===== src/rtl/spi_adc_scan_sequencer_pkg.sv =====
// Shared types and helpers for the SPI ADC scan sequencer.
package spi_scan_pkg;
  localparam int          CH_W       = 4;
  localparam int          SAMPLE_W   = 12;
  localparam logic [3:0]  CMD_PREFIX = 4'h1;

  typedef enum logic [2:0] {
    S_IDLE,
    S_SELECT,
    S_LAUNCH,
    S_WAIT,
    S_STORE,
    S_GAP
  } state_t;

  // ADC command word: prefix, channel, padding.
  function automatic logic [15:0] build_cmd(input logic [CH_W-1:0] ch);
    return {CMD_PREFIX, ch, 8'h00};
  endfunction
endpackage


===== src/rtl/spi_adc_scan_sequencer_if.sv =====
// SPI master side and result port of the scan sequencer.
interface spi_adc_scan_sequencer_if;
  import spi_scan_pkg::*;

  logic                spi_start;
  logic [15:0]         spi_cmd_data;
  logic [1:0]          spi_freq_control;
  logic                spi_rx_valid;
  logic [15:0]         spi_miso_data;
  logic                result_valid;
  logic                result_ready;
  logic [CH_W-1:0]     result_ch;
  logic [SAMPLE_W-1:0] result_data;

  modport master (
    output spi_start, spi_cmd_data, spi_freq_control,
    output result_valid, result_ch, result_data,
    input  spi_rx_valid, spi_miso_data, result_ready
  );

  modport slave (
    input  spi_start, spi_cmd_data, spi_freq_control,
    input  result_valid, result_ch, result_data,
    output spi_rx_valid, spi_miso_data, result_ready
  );
endinterface


===== src/rtl/spi_adc_scan_sequencer_scan_next_ch.sv =====
// Picks the first set mask bit at or after ptr, wrapping at NUM_CH.
module scan_next_ch
  import spi_scan_pkg::*;
#(
  parameter int NUM_CH = 8
) (
  input  logic [15:0]     mask,
  input  logic [CH_W-1:0] ptr,
  output logic            found,
  output logic [CH_W-1:0] ch
);
  logic [4:0] idx;

  // Walk offsets from far to near so the nearest set bit is assigned last and wins.
  always_comb begin
    found = 1'b0;
    ch    = '0;
    idx   = '0;
    for (int i = NUM_CH - 1; i >= 0; i--) begin
      idx = {1'b0, ptr} + 5'(i);
      if (idx >= 5'(NUM_CH)) idx = idx - 5'(NUM_CH);
      if (mask[idx[3:0]]) begin
        found = 1'b1;
        ch    = idx[3:0];
      end
    end
  end
endmodule


===== src/rtl/spi_adc_scan_sequencer.sv =====
// Round-robin ADC channel scanner driving an SPI master and presenting
// {channel, sample} results on a valid/ready port.
module spi_adc_scan_sequencer
  import spi_scan_pkg::*;
#(
  parameter int NUM_CH     = 8,
  parameter int GAP_CYCLES = 500,
  parameter int TIMEOUT    = 4096
) (
  input  logic                          clk,
  input  logic                          reset,
  input  logic                          enable,
  input  logic [15:0]                   ch_mask,
  input  logic [1:0]                    freq_sel,
  input  logic                          clr_err,
  spi_adc_scan_sequencer_if.master      bus,
  output logic                          busy,
  output logic                          err_timeout,
  output logic                          err_echo,
  output logic                          err_overrun
);
  localparam int CNT_MAX = (TIMEOUT > GAP_CYCLES) ? TIMEOUT : GAP_CYCLES;
  localparam int CNT_W   = $clog2(CNT_MAX + 1);

  state_t              state_q, state_d;
  logic [CH_W-1:0]     ptr_q, sel_ch_q, ch_q;
  logic [15:0]         cmd_q, rx_q;
  logic [1:0]          freq_q;
  logic                start_q;
  logic [CNT_W-1:0]    cnt_q;
  logic                rvalid_q;
  logic [CH_W-1:0]     rch_q;
  logic [SAMPLE_W-1:0] rdata_q;

  logic [15:0]         valid_mask, mask_eff;
  logic                nxt_found;
  logic [CH_W-1:0]     nxt_ch;
  logic                timeout_hit, gap_done, echo_bad, store_load, store_drop;

  // Mask bits beyond the configured channel count never participate.
  always_comb begin
    valid_mask = '0;
    for (int i = 0; i < 16; i++) valid_mask[i] = (i < NUM_CH);
  end
  assign mask_eff = ch_mask & valid_mask;

  scan_next_ch #(.NUM_CH(NUM_CH)) u_next (
    .mask  (mask_eff),
    .ptr   (ptr_q),
    .found (nxt_found),
    .ch    (nxt_ch)
  );

  // A reply arriving on the last allowed cycle still counts as a reply.
  assign timeout_hit = (state_q == S_WAIT) && !bus.spi_rx_valid &&
                       (cnt_q == CNT_W'(TIMEOUT - 1));
  assign gap_done    = (state_q == S_GAP) && (cnt_q == CNT_W'(GAP_CYCLES - 1));
  assign echo_bad    = (state_q == S_STORE) && (rx_q[15:12] != ch_q);
  assign store_load  = (state_q == S_STORE) && (!rvalid_q || bus.result_ready);
  assign store_drop  = (state_q == S_STORE) && rvalid_q && !bus.result_ready;

  // State register.
  always_ff @(posedge clk or posedge reset) begin
    if (reset) state_q <= S_IDLE;
    else       state_q <= state_d;
  end

  // Next-state logic.
  always_comb begin
    state_d = state_q;
    case (state_q)
      S_IDLE:   if (enable && (mask_eff != '0)) state_d = S_SELECT;
      S_SELECT: state_d = nxt_found ? S_LAUNCH : S_IDLE;
      S_LAUNCH: state_d = S_WAIT;
      S_WAIT:   if (bus.spi_rx_valid) state_d = S_STORE;
                else if (timeout_hit) state_d = S_GAP;
      S_STORE:  state_d = S_GAP;
      S_GAP:    if (gap_done) state_d = enable ? S_SELECT : S_IDLE;
      default:  state_d = S_IDLE;
    endcase
  end

  // Frame datapath: channel pick, command/frequency latch, shared cycle counter.
  // start is registered so it appears together with the freshly latched command.
  always_ff @(posedge clk or posedge reset) begin
    if (reset) begin
      ptr_q    <= '0;
      sel_ch_q <= '0;
      ch_q     <= '0;
      cmd_q    <= '0;
      freq_q   <= '0;
      start_q  <= 1'b0;
      cnt_q    <= '0;
      rx_q     <= '0;
    end else begin
      start_q <= (state_q == S_LAUNCH);
      case (state_q)
        S_SELECT: sel_ch_q <= nxt_ch;
        S_LAUNCH: begin
          ch_q   <= sel_ch_q;
          cmd_q  <= build_cmd(sel_ch_q);
          freq_q <= freq_sel;
          cnt_q  <= '0;
        end
        S_WAIT: begin
          if (bus.spi_rx_valid) begin
            rx_q  <= bus.spi_miso_data;
            cnt_q <= '0;
          end else if (timeout_hit) begin
            cnt_q <= '0;
          end else begin
            cnt_q <= cnt_q + 1'b1;
          end
        end
        S_STORE: begin
          ptr_q <= (ch_q == CH_W'(NUM_CH - 1)) ? '0 : ch_q + 1'b1;
          cnt_q <= '0;
        end
        S_GAP:   cnt_q <= cnt_q + 1'b1;
        default: ;
      endcase
    end
  end

  // Result register: loads on STORE when free or draining, else holds old data.
  always_ff @(posedge clk or posedge reset) begin
    if (reset) begin
      rvalid_q <= 1'b0;
      rch_q    <= '0;
      rdata_q  <= '0;
    end else if (store_load) begin
      rvalid_q <= 1'b1;
      rch_q    <= ch_q;
      rdata_q  <= rx_q[SAMPLE_W-1:0];
    end else if (rvalid_q && bus.result_ready) begin
      rvalid_q <= 1'b0;
    end
  end

  // Sticky error flags; a new event beats a simultaneous clear.
  always_ff @(posedge clk or posedge reset) begin
    if (reset) begin
      err_timeout <= 1'b0;
      err_echo    <= 1'b0;
      err_overrun <= 1'b0;
    end else begin
      err_timeout <= timeout_hit | (err_timeout & ~clr_err);
      err_echo    <= echo_bad    | (err_echo    & ~clr_err);
      err_overrun <= store_drop  | (err_overrun & ~clr_err);
    end
  end

  assign busy                 = (state_q != S_IDLE);
  assign bus.spi_start        = start_q;
  assign bus.spi_cmd_data     = cmd_q;
  assign bus.spi_freq_control = freq_q;
  assign bus.result_valid     = rvalid_q;
  assign bus.result_ch        = rch_q;
  assign bus.result_data      = rdata_q;
endmodule


===== src/flat_wrapper.sv =====
// flat-port wrapper written by rule: the top's interface ports become plain ports
module spi_adc_scan_sequencer_flat import spi_scan_pkg::*;
#(
  parameter int NUM_CH     = 8,
  parameter int GAP_CYCLES = 500,
  parameter int TIMEOUT    = 4096
)
  (clk, reset, enable, ch_mask, freq_sel, clr_err, busy, err_timeout, err_echo, err_overrun, bus_spi_start, bus_spi_cmd_data, bus_spi_freq_control, bus_result_valid, bus_result_ch, bus_result_data, bus_spi_rx_valid, bus_spi_miso_data, bus_result_ready);
  spi_adc_scan_sequencer_if bus_i ();
  input  logic clk;
  input  logic reset;
  input  logic enable;
  input  logic [15:0] ch_mask;
  input  logic [1:0] freq_sel;
  input  logic clr_err;
  output logic busy;
  output logic err_timeout;
  output logic err_echo;
  output logic err_overrun;
  output wire logic [$bits(bus_i.spi_start)-1:0] bus_spi_start;
  output wire logic [$bits(bus_i.spi_cmd_data)-1:0] bus_spi_cmd_data;
  output wire logic [$bits(bus_i.spi_freq_control)-1:0] bus_spi_freq_control;
  output wire logic [$bits(bus_i.result_valid)-1:0] bus_result_valid;
  output wire logic [$bits(bus_i.result_ch)-1:0] bus_result_ch;
  output wire logic [$bits(bus_i.result_data)-1:0] bus_result_data;
  input wire logic [$bits(bus_i.spi_rx_valid)-1:0] bus_spi_rx_valid;
  input wire logic [$bits(bus_i.spi_miso_data)-1:0] bus_spi_miso_data;
  input wire logic [$bits(bus_i.result_ready)-1:0] bus_result_ready;
  assign bus_spi_start = bus_i.spi_start;
  assign bus_spi_cmd_data = bus_i.spi_cmd_data;
  assign bus_spi_freq_control = bus_i.spi_freq_control;
  assign bus_result_valid = bus_i.result_valid;
  assign bus_result_ch = bus_i.result_ch;
  assign bus_result_data = bus_i.result_data;
  assign bus_i.spi_rx_valid = bus_spi_rx_valid;
  assign bus_i.spi_miso_data = bus_spi_miso_data;
  assign bus_i.result_ready = bus_result_ready;
  spi_adc_scan_sequencer #(.NUM_CH(NUM_CH), .GAP_CYCLES(GAP_CYCLES), .TIMEOUT(TIMEOUT)) u_core (.clk(clk), .reset(reset), .enable(enable), .ch_mask(ch_mask), .freq_sel(freq_sel), .clr_err(clr_err), .bus(bus_i), .busy(busy), .err_timeout(err_timeout), .err_echo(err_echo), .err_overrun(err_overrun));
endmodule

===== config.mk =====
export PLATFORM = sky130hd
export DESIGN_NAME = spi_adc_scan_sequencer_flat
export DESIGN_NICKNAME = d
export VERILOG_FILES = /design/src/rtl/spi_adc_scan_sequencer_pkg.sv /design/src/rtl/spi_adc_scan_sequencer_if.sv /design/src/rtl/spi_adc_scan_sequencer_scan_next_ch.sv /design/src/rtl/spi_adc_scan_sequencer.sv /design/src/flat_wrapper.sv
export SDC_FILE = /design/constraint.sdc
export NUM_CORES = 1
export LEC_CHECK = 0
export ABC_CLOCK_PERIOD_IN_PS = 3200
export CAP_MARGIN = 20
export CORE_MARGIN = 3
export CORE_UTILIZATION = 52
export DETAILED_ROUTE_END_ITERATION = 8
export GPL_TIMING_DRIVEN = 0
export PLACE_DENSITY = 0.89
export SYNTH_ARGS = -nofsm -noshare
export SYNTH_HDL_FRONTEND = slang
export SYNTH_SLANG_ARGS = --single-unit

===== constraint.sdc =====
create_clock -name clk -period 3.2 [get_ports clk]
set_input_delay 0.48 -clock clk [delete_from_list [all_inputs] [get_ports clk]]
set_output_delay 0.48 -clock clk [all_outputs]
set_load 0.02 [all_outputs]

# Word level (Yosys, flattened, before mapping)
# Index checks and enable logic that the tools add are counted.
# word_totals
register_bits	72
latch_bits	0
ramBits	0
romBits	0
input_bits	40
out_inout_bits	40
wordCells	141
mem_count	0
# classes
n_addsub	17
n_mul	0
div	0
magnitude_cmp	16
eq_ne	12
shift	0
n_mux	53
n_bitwise	7
reduce_logical	21
# op_table
operator	n
$mux 4	17
$lt 4x5->1 const B	8
$pmux 13 s3	1
$ge 5x4->1 const B	7
$bmux 1 s4	8
$sub 4x4->4 const B	8
$mux 13	2
$add 4x3->5 const B	4
$mux 1	19
$pmux 3 s6	1
$reduce_bool 16->1	1
$add 13x1->13 const B	1
$eq 13x12->1 const B	1
$eq 13x9->1 const B	1
$mux 3	4
$add 4x2->5 const B	2
$logic_and 1x1->1	9
$eq 3x2->1 const B	2
$eq 3x3->1 const B	2
$reduce_bool 3->1	2
$add 4x1->5 const B	1
$add 4x1->4 const B	1
$eq 4x3->1 const B	1
$ge 4x4->1 const B	1
15 further kinds	22

# Logic depth before layout (Yosys ltp)
# depth
word_depth	15
ltp_mapped	10
ltp_nobuf	8

# Hierarchy
# Synthesis repeated with hierarchy kept, for this count alone.
# unflattened
hier_cells	440
area_unflattened_um2	4670.7
# modules_own_cells
module	instances	cells_each	area_each_um2	seq_area_each_um2
spi_adc_scan_sequencer	1	258	3090.5	1701.6
scan_next_ch	1	182	1580.3	0.0

# Worst setup path after synthesis
# Ideal clock, no wire load.
# synth_path
path_kind	reg-to-reg
startpoint	reg u_core.ptr_q[1]
endpoint	reg u_core.sel_ch_q[1]
setup_time_ps	87
t_arrival_ps	2751
t_required_ps	3113
slack_ps	362
stages_incl_launch_ff	11
path_buffers	2
synth_period_minus_slack_ps	2838
path_cell_list	dfrtp_1 -> buf_4 -> inv_1 -> ha_1 -> buf_4 -> mux4_1 -> mux2_2 -> o21ai_2 -> mux2_2 -> a2111o_1 -> o211ai_1
# synth_via
elab_chain_len	13
elab_cells_between_ends	55
classes_between	add/sub (15); order compare (8); mux (32)
# synth_rtl
element	line	rtl
start: declaration	spi_adc_scan_sequencer.sv:26	logic [CH_W-1:0] ptr_q, sel_ch_q, ch_q;
start signal: assignment	spi_adc_scan_sequencer.sv:116	ptr_q <= (ch_q == CH_W'(NUM_CH - 1)) ? '0 : ch_q + 1'b1;
$add 4x3->5	spi_adc_scan_sequencer_scan_next_ch.sv:20	idx = {1'b0, ptr} + 5'(i);
$sub 4x4->4 or $ge 5x4->1 (tied branches)	spi_adc_scan_sequencer_scan_next_ch.sv:21	if (idx >= 5'(NUM_CH)) idx = idx - 5'(NUM_CH);
$mux 4	spi_adc_scan_sequencer_scan_next_ch.sv:21	
$bmux 1 s4	spi_adc_scan_sequencer_scan_next_ch.sv:22	if (mask[idx[3:0]]) begin
$mux 1 (implied by the code)	spi_adc_scan_sequencer_scan_next_ch.sv:22	
$mux 4 (7 in series)	spi_adc_scan_sequencer_scan_next_ch.sv:22	
$mux 4 (*)	spi_adc_scan_sequencer_scan_next_ch.sv:22	
end signal: assignment	spi_adc_scan_sequencer.sv:98	S_SELECT: sel_ch_q <= nxt_ch;
end: declaration	spi_adc_scan_sequencer.sv:26	
# Mark *: on every way between the ends. The rest lies on a longest branch, timed or not. The select of a mux whose other input is x is not followed.
# A chain may end at the register's enable or synchronous reset.

# Final worst setup path
# layout_path
startpoint	reg u_core.ptr_q[0]
endpoint	reg u_core.sel_ch_q[1]
# The elaborated chain is that of the path after synthesis.

==> results.cfg <==
[placement]
dpl_cell_area_um2 = 4843
port_buffers = 60
gp_congestion = 0.9749
dp.final_hpwl_um = 7126

[floorplanning]
io_pins = 80
die_h_um = 94.38
coreArea_um2 = 7408
start_util_pct = 54.82
die-area_um2 = 8907
die-width_um = 94.38
floorplan.rows = 31

[min_path]
whs_path_depth = 1
timing.hold.worst.class = register to register
min_to = u_core.bus.spi_cmd_data[12]$_DFFE_PP0P_
min-delay-start = u_core.bus.spi_cmd_data[12]$_DFFE_PP0P_

[power]
seqPwrFrac_pct = 48.2
power.switching_mw = 0.3968
combPwrFrac_pct = 7.6
internal_power_mw = 1.384
p_leak_nw = 2.330
switching_share_pct = 22.27
power_per_cell_area_nw_per_um2 = 350.2
vdd.ir_drop.worst_uv = 288.1
p_clk_share_pct = 44.2

[logic_synthesis]
syn_avg_cell_area_um2 = 10.83
synth-edff-count = 0
synth_ff_type = dfrtp_1
synthArstFlopShare_pct = 100.0
syn_inst = 375
ys_seq_area_share_pct = 41.90
yosys_register_bits = 68
ys.warnings.count = 0
ys_types = 59
synth_area_um2 = 4061

[clock_tree]
ctsHtreeMaxLevel = 3
root_buffer = clkbuf_8
clock_latency_ns = 0.34
cts_buffers = 9
cts_hold_buf = 0
cts_tree = done
path_clk_slew_ns = 0.07
cts_sinks = 68
cts.path.max_buffers = 2

[worst_setup_path]
crit_required_ns = 3.46
r2r_cells = 10
reg2reg_slack_ns = 0.14
crit_slowest_cell = a2111o_1
critPathLaunchType = register
crit_chain = buf_6 > clkinvlp_4 > ha_1 > buf_4 > mux4_1 > mux2_2 > o21ai_2 > mux2_2 > a2111o_1 > o211ai_1
path_class = register to register
crit_start = u_core.ptr_q[0]$_DFFE_PP0P_
timing.rr.start = u_core.ptr_q[0]$_DFFE_PP0P_
r2r-end = u_core.sel_ch_q[1]$_DFFE_PP0N_
critPathMostFrequentCell = mux2_2
slowest_delay_ns = 0.40
worstPathMaxFanout = 9
end_kind = register
cp.arrival_ns = 3.32

[global_route]
grt_max_degree = 43
antenna_found_initial = 0
grt_use_total_pct = 23.44
grt_pass1_wl_um = 16110
first_global_vias = 3251
grt_overflow_total = 0

[route]
drt-met1-wl_um = 4171
top_layer = met4
met2_wirelength_um = 4875
drcViolationCount = 0
drt-total-wl_um = 10040
drt_iter0_drc = 264
wl_per_cell_um = 17.86
postRouteAntennaNets = 0
num_vias = 3297
dr.pass1.iters = 5
via_per_inst = 5.867
wl_met3_um = 796

[timing]
slew_headroom_pct = 51.62
post-route-period-util_pct = 95.73
worst_hold_slack_ns = 0.4756
fmax_mhz = 326.4
min_period_ns = 3.063
rsz0062_at_grt = false
setup_viol = 0
finClkSkew_ns = 0.006271
worst_slew_pin_slew_ns = 0.7230
final_max_slew_viol_count = 0
hold_viol_final = 0

[job]
drv_cap = 0

[outcome]
status = completed

[layout]
fill_cells = 500
layout-drive-gt1-share_pct = 19.65
seq_area_um2 = 1703
layout_commonest_cell = dfrtp_1
num_antenna_cells = 0
final_cell_mix = 67 x dfrtp_1, 60 x clkdlybuf4s50_1, 41 x mux2_2
multi_input_area_um2 = 2201
syn_to_final_growth_pct = 25.23
fin_area_um2 = 5086
nets = 511
==> worst max-delay path, delay by kind of cell, from the launching register on <==
kind / cells / cell delay, ns
mux: 3 / 1.06
flops: 1 / 0.38
compound gates: 3 / 0.65
buf+inv: 3 / 0.55
fa+ha+maj: 1 / 0.34
==> power groups by stage <==
stage               Sequential (mW)  Clock (mW)  Combinational [mW]
finish                        0.859       0.787               0.136
global route                  0.858       0.837               0.146
CTS                           0.859       0.798               0.134
detailed placement            0.876           0               0.133
global placement              0.876           0               0.127
floorplan                     0.876           0              0.0711
==> cell type report <==
| cell class | count | area share (%) |
|---|---|---|
| buffer | 25 | 3.075 |
| multi-input combinational | 280 | 43.27 |
| clock inverter | 6 | 1.722 |
| inverter | 12 | 0.9594 |
| timing repair buffer | 62 | 12.35 |
| tap | 99 | 2.435 |
| clock buffer | 10 | 2.706 |
| sequential | 68 | 33.48 |
==> Yosys cell counts, types with 6 or more instances <==
cell type  instances  area, um^2
a21oi_1           17       85.08
buf_4             14       105.1
clkbuf_1           8       30.03
dfrtp_1           68        1702
ha_1              13       162.7
inv_1             11       41.29
mux2_2            41       461.7
mux2i_1           14       140.1
nand2_1           21       78.83
nand2b_1           7       43.79
nand3_1           14       70.07
nor2_1            24       90.09
nor2b_1            8       50.05
o21ai_0            6       30.03
xnor2_1            8       70.07
xor2_1            15       131.4
==> per-stage QoR <==
stage | setup TNS, ns | setup WS (ns) | util (%) | total power [mW] | cells
finish | 0 | 0.1367 | 68.65 | 1.781 | 562
global route | 0 | 0.009919 | 68.65 | 1.842 | 562
CTS | 0 | 0.06385 | 68.43 | 1.791 | 561
detailed placement | -0.01247 | -0.01247 | 65.38 | 1.009 | 545
global placement | -2.494 | -0.03906 | 65.11 | 1.003 | 544
floorplan | 0 | 0.3623 | - | 0.9467 | 385
==> cell families after synthesis <==
kind of cell	Yosys count	synth area share [%]
AO/OA/AOI/OAI	62	10.81
XOR/XNOR	23	4.960
adder cells (fa/ha/maj)	13	4.005
buffers and inverters	37	4.960
flip-flops	68	41.90
multiplexers	63	19.35
other	1	0.09233
AND/OR/NAND/NOR	108	13.93
==> sequential cells by signal, summed over array words and instances (netlist names) <==
name and flops:
u_core.ch_q 3, u_core.err_overrun 1, u_core.bus.spi_start 1, u_core.bus.spi_freq_control 2
u_core.bus.result_valid 1, u_core.err_timeout 1, u_core.bus.result_ch 4, u_core.bus.spi_cmd_data 2
u_core.bus.result_data 12, u_core.ptr_q 4, u_core.rx_q 16, u_core.state_q 3
u_core.err_echo 1, u_core.sel_ch_q 4, u_core.cnt_q 13
==> layer usage <==
metal,GRT usage (%),up-vias
met3,7.171,20
met1,30.05,1627
li1,-,1519
met2,38.24,131
met5,0,-
met4,7.341,0
==> how the worst max path moves through the flow <==
| stage | endpoint | slack [ns] | depth (start not counted) |
|---|---|---|---|
| finish | u_core.sel_ch_q[1]$_DFFE_PP0N_ | 0.14 | 10 |
| global route | u_core.sel_ch_q[1]$_DFFE_PP0N_ | 0.01 | 10 |
| CTS | u_core.sel_ch_q[1]$_DFFE_PP0N_ | 0.06 | 10 |
| detailed placement | u_core.sel_ch_q[1]$_DFFE_PP0N_ | -0.01 | 10 |
| global placement | u_core.ptr_q[3]$_DFFE_PP0P_ | -0.04 | 2 |
| floorplan | u_core.sel_ch_q[1]$_DFFE_PP0N_ | 0.36 | 10 |
==> repair_timing <==
item	CTS	global route
gates resized for setup	1	2
buffers inserted	0	1
setup endpoints to repair	1	2
Power figures use the tool's default switching activity.
